`src/rtl/md_unit.sv`:
```
// rtl/md_unit.sv - multi-cycle multiply/divide unit for the execute stage
//
// Accepts MULT/MULTU/DIV/DIVU requests from an idle state, stalls execute
// while busy, and presents {hi,lo} with a done flag until the pipeline moves.
//
// Ports:
//   clk        in   1      rising-edge clock
//   rst        in   1      synchronous reset, active low
//   start      in   1      multiply/divide request, held while E stalls
//   mulOrdiv   in   1      0 = multiply, 1 = divide
//   mdIsSign   in   1      1 = signed operands
//   flush      in   1      abort the current operation
//   stall_in   in   1      pipeline stalled by another source
//   a          in   WIDTH  dividend / multiplicand
//   b          in   WIDTH  divisor / multiplier
//   stall_req  out  1      stall execute
//   done       out  1      hi/lo valid this cycle
//   hi         out  WIDTH  product high half / remainder
//   lo         out  WIDTH  product low half / quotient

module md_unit #(
  parameter int WIDTH   = 32,
  parameter int MUL_LAT = 2
) (
  input  logic             clk,
  input  logic             rst,
  input  logic             start,
  input  logic             mulOrdiv,
  input  logic             mdIsSign,
  input  logic             flush,
  input  logic             stall_in,
  input  logic [WIDTH-1:0] a,
  input  logic [WIDTH-1:0] b,
  output logic             stall_req,
  output logic             done,
  output logic [WIDTH-1:0] hi,
  output logic [WIDTH-1:0] lo
);

  localparam int CW = $clog2(WIDTH + MUL_LAT) + 1;
  localparam logic [CW-1:0] MUL_LAST = CW'((MUL_LAT > 1) ? (MUL_LAT - 2) : 0);
  localparam logic [CW-1:0] DIV_LAST = CW'(WIDTH - 1);

  typedef enum logic [2:0] {
    S_IDLE,
    S_MUL,
    S_DIV,
    S_FIX,
    S_DONE
  } state_t;

  state_t           r_state;
  logic [WIDTH-1:0] r_a;
  logic [WIDTH-1:0] r_b;
  logic             r_sign;
  logic [CW-1:0]    r_cnt;
  logic [WIDTH-1:0] r_quo;
  logic [WIDTH-1:0] r_rem;
  logic [WIDTH-1:0] r_hi;
  logic [WIDTH-1:0] r_lo;
  logic             r_done;

  logic             w_idle;
  logic             w_busy;
  logic [WIDTH-1:0] w_op_a;
  logic [WIDTH-1:0] w_op_b;
  logic             w_op_sign;
  logic [2*WIDTH-1:0] w_ext_a;
  logic [2*WIDTH-1:0] w_ext_b;
  logic [2*WIDTH-1:0] w_prod;
  logic [WIDTH-1:0] w_a_mag_in;
  logic [WIDTH-1:0] w_b_mag;
  logic [WIDTH:0]   w_shift;
  logic [WIDTH:0]   w_diff;
  logic             w_fits;
  logic             w_neg_q;
  logic             w_neg_r;
  logic             w_dz;
  logic [WIDTH-1:0] w_fix_hi;
  logic [WIDTH-1:0] w_fix_lo;

  assign w_idle = (r_state == S_IDLE);
  assign w_busy = (r_state == S_MUL) || (r_state == S_DIV) || (r_state == S_FIX);

  // With MUL_LAT==1 the product is taken straight from the inputs in the
  // accept cycle, so the multiplier sees live operands while idle.
  assign w_op_a    = w_idle ? a : r_a;
  assign w_op_b    = w_idle ? b : r_b;
  assign w_op_sign = w_idle ? mdIsSign : r_sign;
  assign w_ext_a   = {{WIDTH{w_op_sign & w_op_a[WIDTH-1]}}, w_op_a};
  assign w_ext_b   = {{WIDTH{w_op_sign & w_op_b[WIDTH-1]}}, w_op_b};
  assign w_prod    = w_ext_a * w_ext_b;

  assign w_a_mag_in = (mdIsSign & a[WIDTH-1]) ? -a : a;
  assign w_b_mag    = (r_sign & r_b[WIDTH-1]) ? -r_b : r_b;

  // Restoring step: the quotient register starts as |a| and shifts its top
  // bit into the partial remainder while quotient bits fill in from below.
  // The partial remainder stays below 2*|b|, so the borrow bit of the
  // (WIDTH+1)-bit difference is exactly "does not fit".
  assign w_shift = {r_rem, r_quo[WIDTH-1]};
  assign w_diff  = w_shift - {1'b0, w_b_mag};
  assign w_fits  = ~w_diff[WIDTH];

  assign w_neg_q  = r_sign & (r_a[WIDTH-1] ^ r_b[WIDTH-1]);
  assign w_neg_r  = r_sign & r_a[WIDTH-1];
  assign w_dz     = (r_b == '0);
  // Divide by zero bypasses sign fixing so both flavours give hi=a, lo=ones.
  assign w_fix_hi = w_dz ? r_a : (w_neg_r ? -r_rem : r_rem);
  assign w_fix_lo = w_dz ? {WIDTH{1'b1}} : (w_neg_q ? -r_quo : r_quo);

  always_ff @(posedge clk) begin
    if (!rst) begin
      r_state <= S_IDLE;
      r_a     <= '0;
      r_b     <= '0;
      r_sign  <= 1'b0;
      r_cnt   <= '0;
      r_quo   <= '0;
      r_rem   <= '0;
      r_hi    <= '0;
      r_lo    <= '0;
      r_done  <= 1'b0;
    end else if (flush) begin
      r_state <= S_IDLE;
      r_done  <= 1'b0;
    end else begin
      case (r_state)
        S_IDLE: begin
          if (start) begin
            r_a    <= a;
            r_b    <= b;
            r_sign <= mdIsSign;
            r_cnt  <= '0;
            if (mulOrdiv) begin
              r_quo   <= w_a_mag_in;
              r_rem   <= '0;
              r_state <= S_DIV;
            end else if (MUL_LAT == 1) begin
              r_hi    <= w_prod[2*WIDTH-1:WIDTH];
              r_lo    <= w_prod[WIDTH-1:0];
              r_done  <= 1'b1;
              r_state <= S_DONE;
            end else begin
              r_state <= S_MUL;
            end
          end
        end
        S_MUL: begin
          if (r_cnt == MUL_LAST) begin
            r_hi    <= w_prod[2*WIDTH-1:WIDTH];
            r_lo    <= w_prod[WIDTH-1:0];
            r_done  <= 1'b1;
            r_state <= S_DONE;
          end else begin
            r_cnt <= r_cnt + 1'b1;
          end
        end
        S_DIV: begin
          r_rem <= w_fits ? w_diff[WIDTH-1:0] : w_shift[WIDTH-1:0];
          r_quo <= {r_quo[WIDTH-2:0], w_fits};
          if (r_cnt == DIV_LAST) begin
            r_state <= S_FIX;
          end else begin
            r_cnt <= r_cnt + 1'b1;
          end
        end
        S_FIX: begin
          r_hi    <= w_fix_hi;
          r_lo    <= w_fix_lo;
          r_done  <= 1'b1;
          r_state <= S_DONE;
        end
        S_DONE: begin
          // A held start is ignored here; it is re-accepted from IDLE.
          if (!stall_in) begin
            r_done  <= 1'b0;
            r_state <= S_IDLE;
          end
        end
        default: begin
          r_done  <= 1'b0;
          r_state <= S_IDLE;
        end
      endcase
    end
  end

  assign stall_req = rst & ~flush & ((start & w_idle) | w_busy);
  assign done      = r_done & ~flush;
  assign hi        = r_hi;
  assign lo        = r_lo;

endmodule
```
`config.mk`:
```
export PLATFORM = sky130hd
export DESIGN_NAME = md_unit
export DESIGN_NICKNAME = d
export VERILOG_FILES = /design/src/rtl/md_unit.sv
export SDC_FILE = /design/constraint.sdc
export NUM_CORES = 2
export LEC_CHECK = 0
export CAP_MARGIN = 20
export CELL_PAD_IN_SITES_DETAIL_PLACEMENT = 1
export CELL_PAD_IN_SITES_GLOBAL_PLACEMENT = 2
export CORE_MARGIN = 4
export CORE_UTILIZATION = 40
export DETAILED_ROUTE_END_ITERATION = 10
export GPL_TIMING_DRIVEN = 1
export PLACE_DENSITY_LB_ADDON = 0.1
export SYNTH_ARGS = -nofsm -noshare
export SYNTH_HDL_FRONTEND = slang
export SYNTH_SLANG_ARGS = --single-unit
```
`constraint.sdc`:
```
create_clock -name clk -period 11.6 [get_ports clk]
set_clock_uncertainty 0.2 [all_clocks]
set_input_delay 1.74 -clock clk [delete_from_list [all_inputs] [get_ports clk]]
set_output_delay 1.74 -clock clk [all_outputs]
set_load 0.03 [all_outputs]
```
Word level (Yosys, flattened, before mapping)
Index checks and enable logic that the tools add are counted.
{"block": "word_totals", "reg_bits": 204, "word_cells": 94, "output_inout_bits": 66, "inputBits": 71}
{"block": "op_classes", "bitwise_logic": 16, "n_eq_ne": 12, "n_mux": 33, "n_reduce_logical": 16, "multipliers": 1, "addsub": 6}
{"op": "32-bit two-way mux", "count": 15}
{"op": "32-bit case mux with 2 select lines", "count": 4}
{"op": "32-bit negator", "count": 4}
{"op": "33-bit by 33-bit multiplier with 64-bit output", "count": 1}
{"op": "33-bit by 32-bit subtractor with 33-bit output", "count": 1}
{"op": "32-bit logical NOT", "count": 1}
{"op": "7-bit two-way mux", "count": 3}
{"op": "7-bit case mux with 3 select lines", "count": 1}
{"op": "3-bit case mux with 5 select lines", "count": 1}
{"op": "3-bit two-way mux", "count": 4}
{"op": "1-bit AND", "count": 10}
{"op": "2-bit != test, second input constant", "count": 5}
{"op": "3-bit AND reduction", "count": 3}
{"op": "4-bit AND reduction", "count": 2}
{"op": "7-bit by 1-bit adder with 7-bit output, second input constant", "count": 1}
{"op": "7-bit by 5-bit == test with 1-bit output, second input constant", "count": 1}
{"op": "7-bit logical NOT", "count": 1}
{"op": "3-bit by 2-bit == test with 1-bit output, second input constant", "count": 2}
{"op": "5-bit AND reduction", "count": 1}
{"op": "2-bit by 1-bit != test with 1-bit output, second input constant", "count": 2}
{"op": "1-bit NOT", "count": 4}
{"op": "1-bit case mux with 4 select lines", "count": 1}
{"op": "2-bit nonzero test", "count": 2}
{"op": "2-bit OR reduction", "count": 2}
{"op": "9 further kinds", "count": 12}

Depth between registers and ports, before layout
{"block": "depth", "ltp_word": 6, "ltp_mapped": 36, "ltp_nobuf": 30}

Worst setup path before layout
No wires, ideal clock.
{"block": "synth_timing", "path_kind": "input to register", "start": "input mdIsSign", "end": "register r_hi[28] (netlist: hi[28])", "setup_slack_ns": 1.778, "arrival_ns": 9.497, "setup_ns": 0.125, "required_time_ns": 11.275, "path_buffers": 1, "stages": 28, "cell_sequence": "mux2i_1 -> nor2_1 -> clkbuf_1 -> nand2_1 -> inv_1 -> fa_1 -> inv_1 -> fa_1 -> inv_1 -> fa_1 -> fa_1 -> inv_1 -> fa_1 -> inv_1 -> fa_1 -> inv_1 -> fa_1 -> fa_1 -> inv_1 -> ha_1 -> and3_1 -> nand2_1 -> or4_1 -> nor4_1 -> o221ai_1 -> o211ai_1 -> xnor2_1 -> o21ai_0"}
{"block": "synth_via", "elab_chain_cells": 5, "word_cells_on_any_way": 6, "classes_between": "mul (1); mux (3); bitwise (2)"}
{"item": "start: declaration", "line": "29", "source": "input logic mdIsSign,"}
{"item": "1-bit two-way mux (*)", "line": "89", "source": "assign w_op_sign = w_idle ? mdIsSign : r_sign;"}
{"item": "1-bit AND (on tied branches)", "line": "90, 91"}
{"item": "33-bit by 33-bit multiplier with 64-bit output (*)", "line": "92", "source": "assign w_prod = w_ext_a * w_ext_b;"}
{"item": "32-bit two-way mux (*)", "line": "150", "source": "if (r_cnt == MUL_LAST) begin"}
{"item": "32-bit case mux with 2 select lines (*)", "line": "128", "source": "case (r_state)"}
{"item": "end signal: assignment", "line": "140", "source": "r_hi <= w_prod[2*WIDTH-1:WIDTH];"}
{"item": "end signal: assignment", "line": "151", "source": "r_hi <= w_prod[2*WIDTH-1:WIDTH];"}
{"item": "end signal: assignment", "line": "169", "source": "r_hi <= w_fix_hi;"}
{"item": "end: declaration", "line": "59", "source": "logic [WIDTH-1:0] r_hi;"}
Every way passes the cells marked *; elsewhere a longest branch is shown, timed or not. The select of a mux whose other input is x is not followed.
A chain may end at the register's enable or synchronous reset.

Worst setup path in the final report
{"block": "layout_timing", "start": "register r_state[0]", "end": "register r_hi[26] (netlist: hi[26])"}
{"block": "layout_via", "elab_chain_cells": 6, "word_cells_on_any_way": 14, "classes_between": "mul (1); eq/ne (3); mux (5); bitwise (2); reduce/logical (3)"}
{"item": "start: declaration", "line": "52", "source": "state_t r_state;"}
{"item": "start signal: assignment", "line": "114", "source": "r_state <= S_IDLE;"}
{"item": "start signal: assignment", "line": "125", "source": "r_state <= S_IDLE;"}
{"item": "start signal: assignment", "line": "138", "source": "r_state <= S_DIV;"}
{"item": "3-bit logical NOT", "line": "82", "source": "assign w_idle = (r_state == S_IDLE);"}
{"item": "1-bit two-way mux, or another cell as far along", "line": "89"}
{"item": "1-bit AND (on tied branches)", "line": "90, 91"}
{"item": "33-bit by 33-bit multiplier with 64-bit output", "line": "92"}
{"item": "32-bit two-way mux", "line": "150"}
{"item": "32-bit case mux with 2 select lines", "line": "128"}
Several ways; a longest one is shown, not always the timed one. The select of a mux whose other input is x is not followed.

==> results.txt <==
The most frequent cell after synthesis is inv_1. For the detailed-routing iteration count for the pre-antenna-repair pass, the log shows 5. In this run the remaining antenna-violating nets after routing total 0. In this run the post-CTS setup repair buffer count came out at 0. The hold buffer count at CTS is 0, and the maximum clock insertion buffer count is 3. The aggregate global-route resource usage is 0.314.

The transition time at the pin with the least slew margin is 1.13 ns. The final number of hold-violating endpoints came out at 0. The tools report the number of I/O pins as 137. The number of buffers created by CTS is 28. The first routing iteration left 3,151 violations. The run gives 95 as the maximum number of pins on one net before global-route repair.

The proportion of register bits with asynchronous set or reset after synthesis was 0; the fraction of layout cells with a size suffix above 1 was 0.0621. During synthesis, Yosys emitted a total of 0 warnings. The minimum period implied by the final worst setup slack was 11.10 ns. In the final routed layout, each cell accounts on average for 27.4 microns. The largest fanout of any net on the critical path works out to 77.

The clock net in this run drives a total of 204 sinks. The flip-flop and latch count after synthesis is 204. The logs give 5,993 for the number of cells produced by synthesis and 11.34 ns for the worst endpoint data arrival time. The largest individual stage delay along the critical path comes from the cell fa_1. In the routed layout, each cell is associated on average with a via count of 5.53.

The run gives 0 as the number of max-slew violations in the final report. At the later pin of the worst-skew pair, clock insertion delay measures 0.58 ns. At the end of routability-driven placement, the weighted congestion stood at 0.951.

The number of nets in the final layout was 7,501. Summed over all instances, the cell type with the most area after synthesis is fa_1. The run gives 0 as the number of gates given a new drive strength after cts. In this design, the stage delay of the slowest critical-path cell is 0.83 ns.

The number of antenna violations at the first check in global routing was 18. The area growth from synthesis to layout is 9.91%. The floorplan step defined a die boundary enclosing 134,000 sq um. STA puts the critical path data required time at 11.84 ns. Setup repair after global routing left no endpoint under its margin.

The run gives 0.246 as the worst max-slew margin expressed relative to the limit. Synthesis instantiated 73 different standard cells from the library. The maximum level of the CTS H-tree is 1. The cell repeated most along the worst path was fa_1. The final worst-path cycle share was 0.957; the chip width was 366 microns. The worst setup path is of the reg2reg kind. TritonCTS built the clock tree. Kind of cell adding the most delay to the critical path: adder cells.

The logs give 0.50 ns for the worst-case register-to-register setup slack and 0 ns for the setup TNS. STA classifies the critical path endpoint as a flip-flop. The portion of synthesized cell area occupied by the leading cell type is 0.440. Yosys mapped a number of flops with a built-in enable equal to 0.

In the post-synthesis netlist, the biggest area contributors are fa_1, inv_1, dfxtp_1. The number of nets in the synthesized netlist is 7,440. The number of global-route vias before repair was 46,000. The overall via count from detail_route is 42,800. The tightest min-delay check is of the reg2reg type.

After synthesis the cells add up to 51,200 sq um. For this run, the top clock speed supported by timing is 90.1 MHz. The tools report the half-perimeter wire length of the detailed placement result as 175 mm. Global routing finished with a remaining overflow of 0. For the number of filler instances in the final layout, the log shows 15,000.

The height of the chip is 366 microns, and the number of setup violations in the final report is 0. The fraction of the core area covered by cells at the end of the flow was 0.442; the post-CTS clock slew at the launch and capture registers of the worst setup and hold paths was 0.06 ns. The DRC violation count after routing is 0, and the number of placement rows is 131. Initial core utilization: 0.402. Max-cap violations in this run came to 0. The first-pass GRT wire length came out at 312 mm. Critical path launch point type: a flip-flop. Counting tap cells, the placed design contains a total of 7,686 instances. By count the netlist is led by inv_1, fa_1, nand2_1.

The number of buffer cells added on primary ports came out at 136. Clock tree synthesis selected as its root buffer the cell clkbuf_16. A synthesized cell averages 8.55 sq um. In this run the standard cell core region covers 127,000 sq um. For this run, the leading register cell type out of synthesis is dfxtp_1. The finished layout holds 7,747 standard cells, fillers aside. The flow ran to the end, and the final reports show no timing, DRC or antenna violations.

The tools report the proportion of synthesized chip area in sequential cells as 0.0797. Counting both buffers and inverters, the worst setup path holds a total of 5. The routed design has 212 mm of wire.
==> kinds of logic (layout without fill, tap and decap cells) <==
family	count (synthesis)	after routing	synth area share
XOR/XNOR	226	226	0.0386
adder cells (fa/ha/maj)	1376	1376	0.501
buffers and inverters	1481	1563	0.110
AO/OA/AOI/OAI	752	752	0.0944
other	0	10	0
multiplexers	140	140	0.0288
flip-flops	204	204	0.0797
AND/OR/NAND/NOR	1814	1814	0.148
==> registers in the layout, summed over array words and instances, names as in the netlist, 3 cells and up <==
signal and count:
lo 32, r_b 32, r_rem 32, r_quo 32, r_a 32, r_cnt 7, hi 32, r_state 3
==> worst register-to-register path, cell delays in order, from the launching register on <==
cell and delay, ns:
dfxtp_1 0.47, nor3_2 0.78, buf_12 0.46, mux2i_1 0.64, nand2b_1 0.67, nor2_1 0.22, fa_1 0.79, inv_1 0.12
fa_1 0.83, fa_1 0.49, inv_1 0.08, fa_1 0.44, fa_1 0.52, fa_1 0.50, inv_1 0.06, fa_1 0.45
fa_1 0.50, inv_1 0.04, ha_1 0.41, and3_1 0.25, nand2_1 0.12, or4_1 0.54, nor4_1 0.50, o221ai_1 0.35
o21ai_0 0.31, xnor2_1 0.15, o21ai_0 0.09
==> layout by cell type (no fill, tap or decap), types with 29 or more instances in the layout <==
master              n
a211oi_1           30
a21boi_0           98
a21o_1             52
a21oi_1           218
buf_4             210
clkbuf_16          29
clkdlybuf4s50_1   135
dfxtp_1           204
fa_1             1126
ha_1              250
inv_1            1158
mux2_2             59
mux2i_1            63
nand2_1          1026
nand3_1            38
nor2_1            503
nor2b_1            39
nor3_1             36
o211ai_1           40
o21ai_0           150
xnor2_1           136
xor2_1             89
==> cell type report <==
class | instances | area [sq um] | area share
inverter | 1159 | 4350 | 0.0773
multi-input combinational | 4308 | 41700 | 0.741
clock buffer | 46 | 890 | 0.0158
tap | 1662 | 2080 | 0.0369
timing repair buffer | 353 | 3090 | 0.0548
sequential | 204 | 4080 | 0.0725
antenna | 10 | 25.0 | 0.000444
clock inverter | 5 | 77.6 | 0.00138
==> metal layers <==
metal	GRT usage	wire [microns]
met1	0.428	91500
met2	0.525	100000
met3	0.0305	11100
met4	0.111	9200
met5	0	27
==> path summary, 6_finish.rpt <==
kind	cells past startpoint	startpoint	endpoint
worst min-delay path	2	lo[5]$_SDFFE_PN0P_	lo[5]$_SDFFE_PN0P_
worst max-delay path	26	r_state[0]$_SDFFE_PN0P_	hi[26]$_SDFFE_PN0P_
worst max register to register	26	r_state[0]$_SDFFE_PN0P_	hi[26]$_SDFFE_PN0P_
worst min register to register	2	lo[5]$_SDFFE_PN0P_	lo[5]$_SDFFE_PN0P_
==> per-stage QoR <==
step	instance area, sq um	hold slack, ns	setup WS, ns
after floorplan	51200	0.262	1.78
after global placement	55300	0.256	0.466
after detailed placement	55300	0.263	0.356
after CTS	56300	0.269	0.659
after global routing	56300	0.296	0.153
final	56300	0.265	0.500
Power is left out: the tool's default activity adds up to more than one toggle a clock period on the data nets, which glitch-free logic cannot reach.
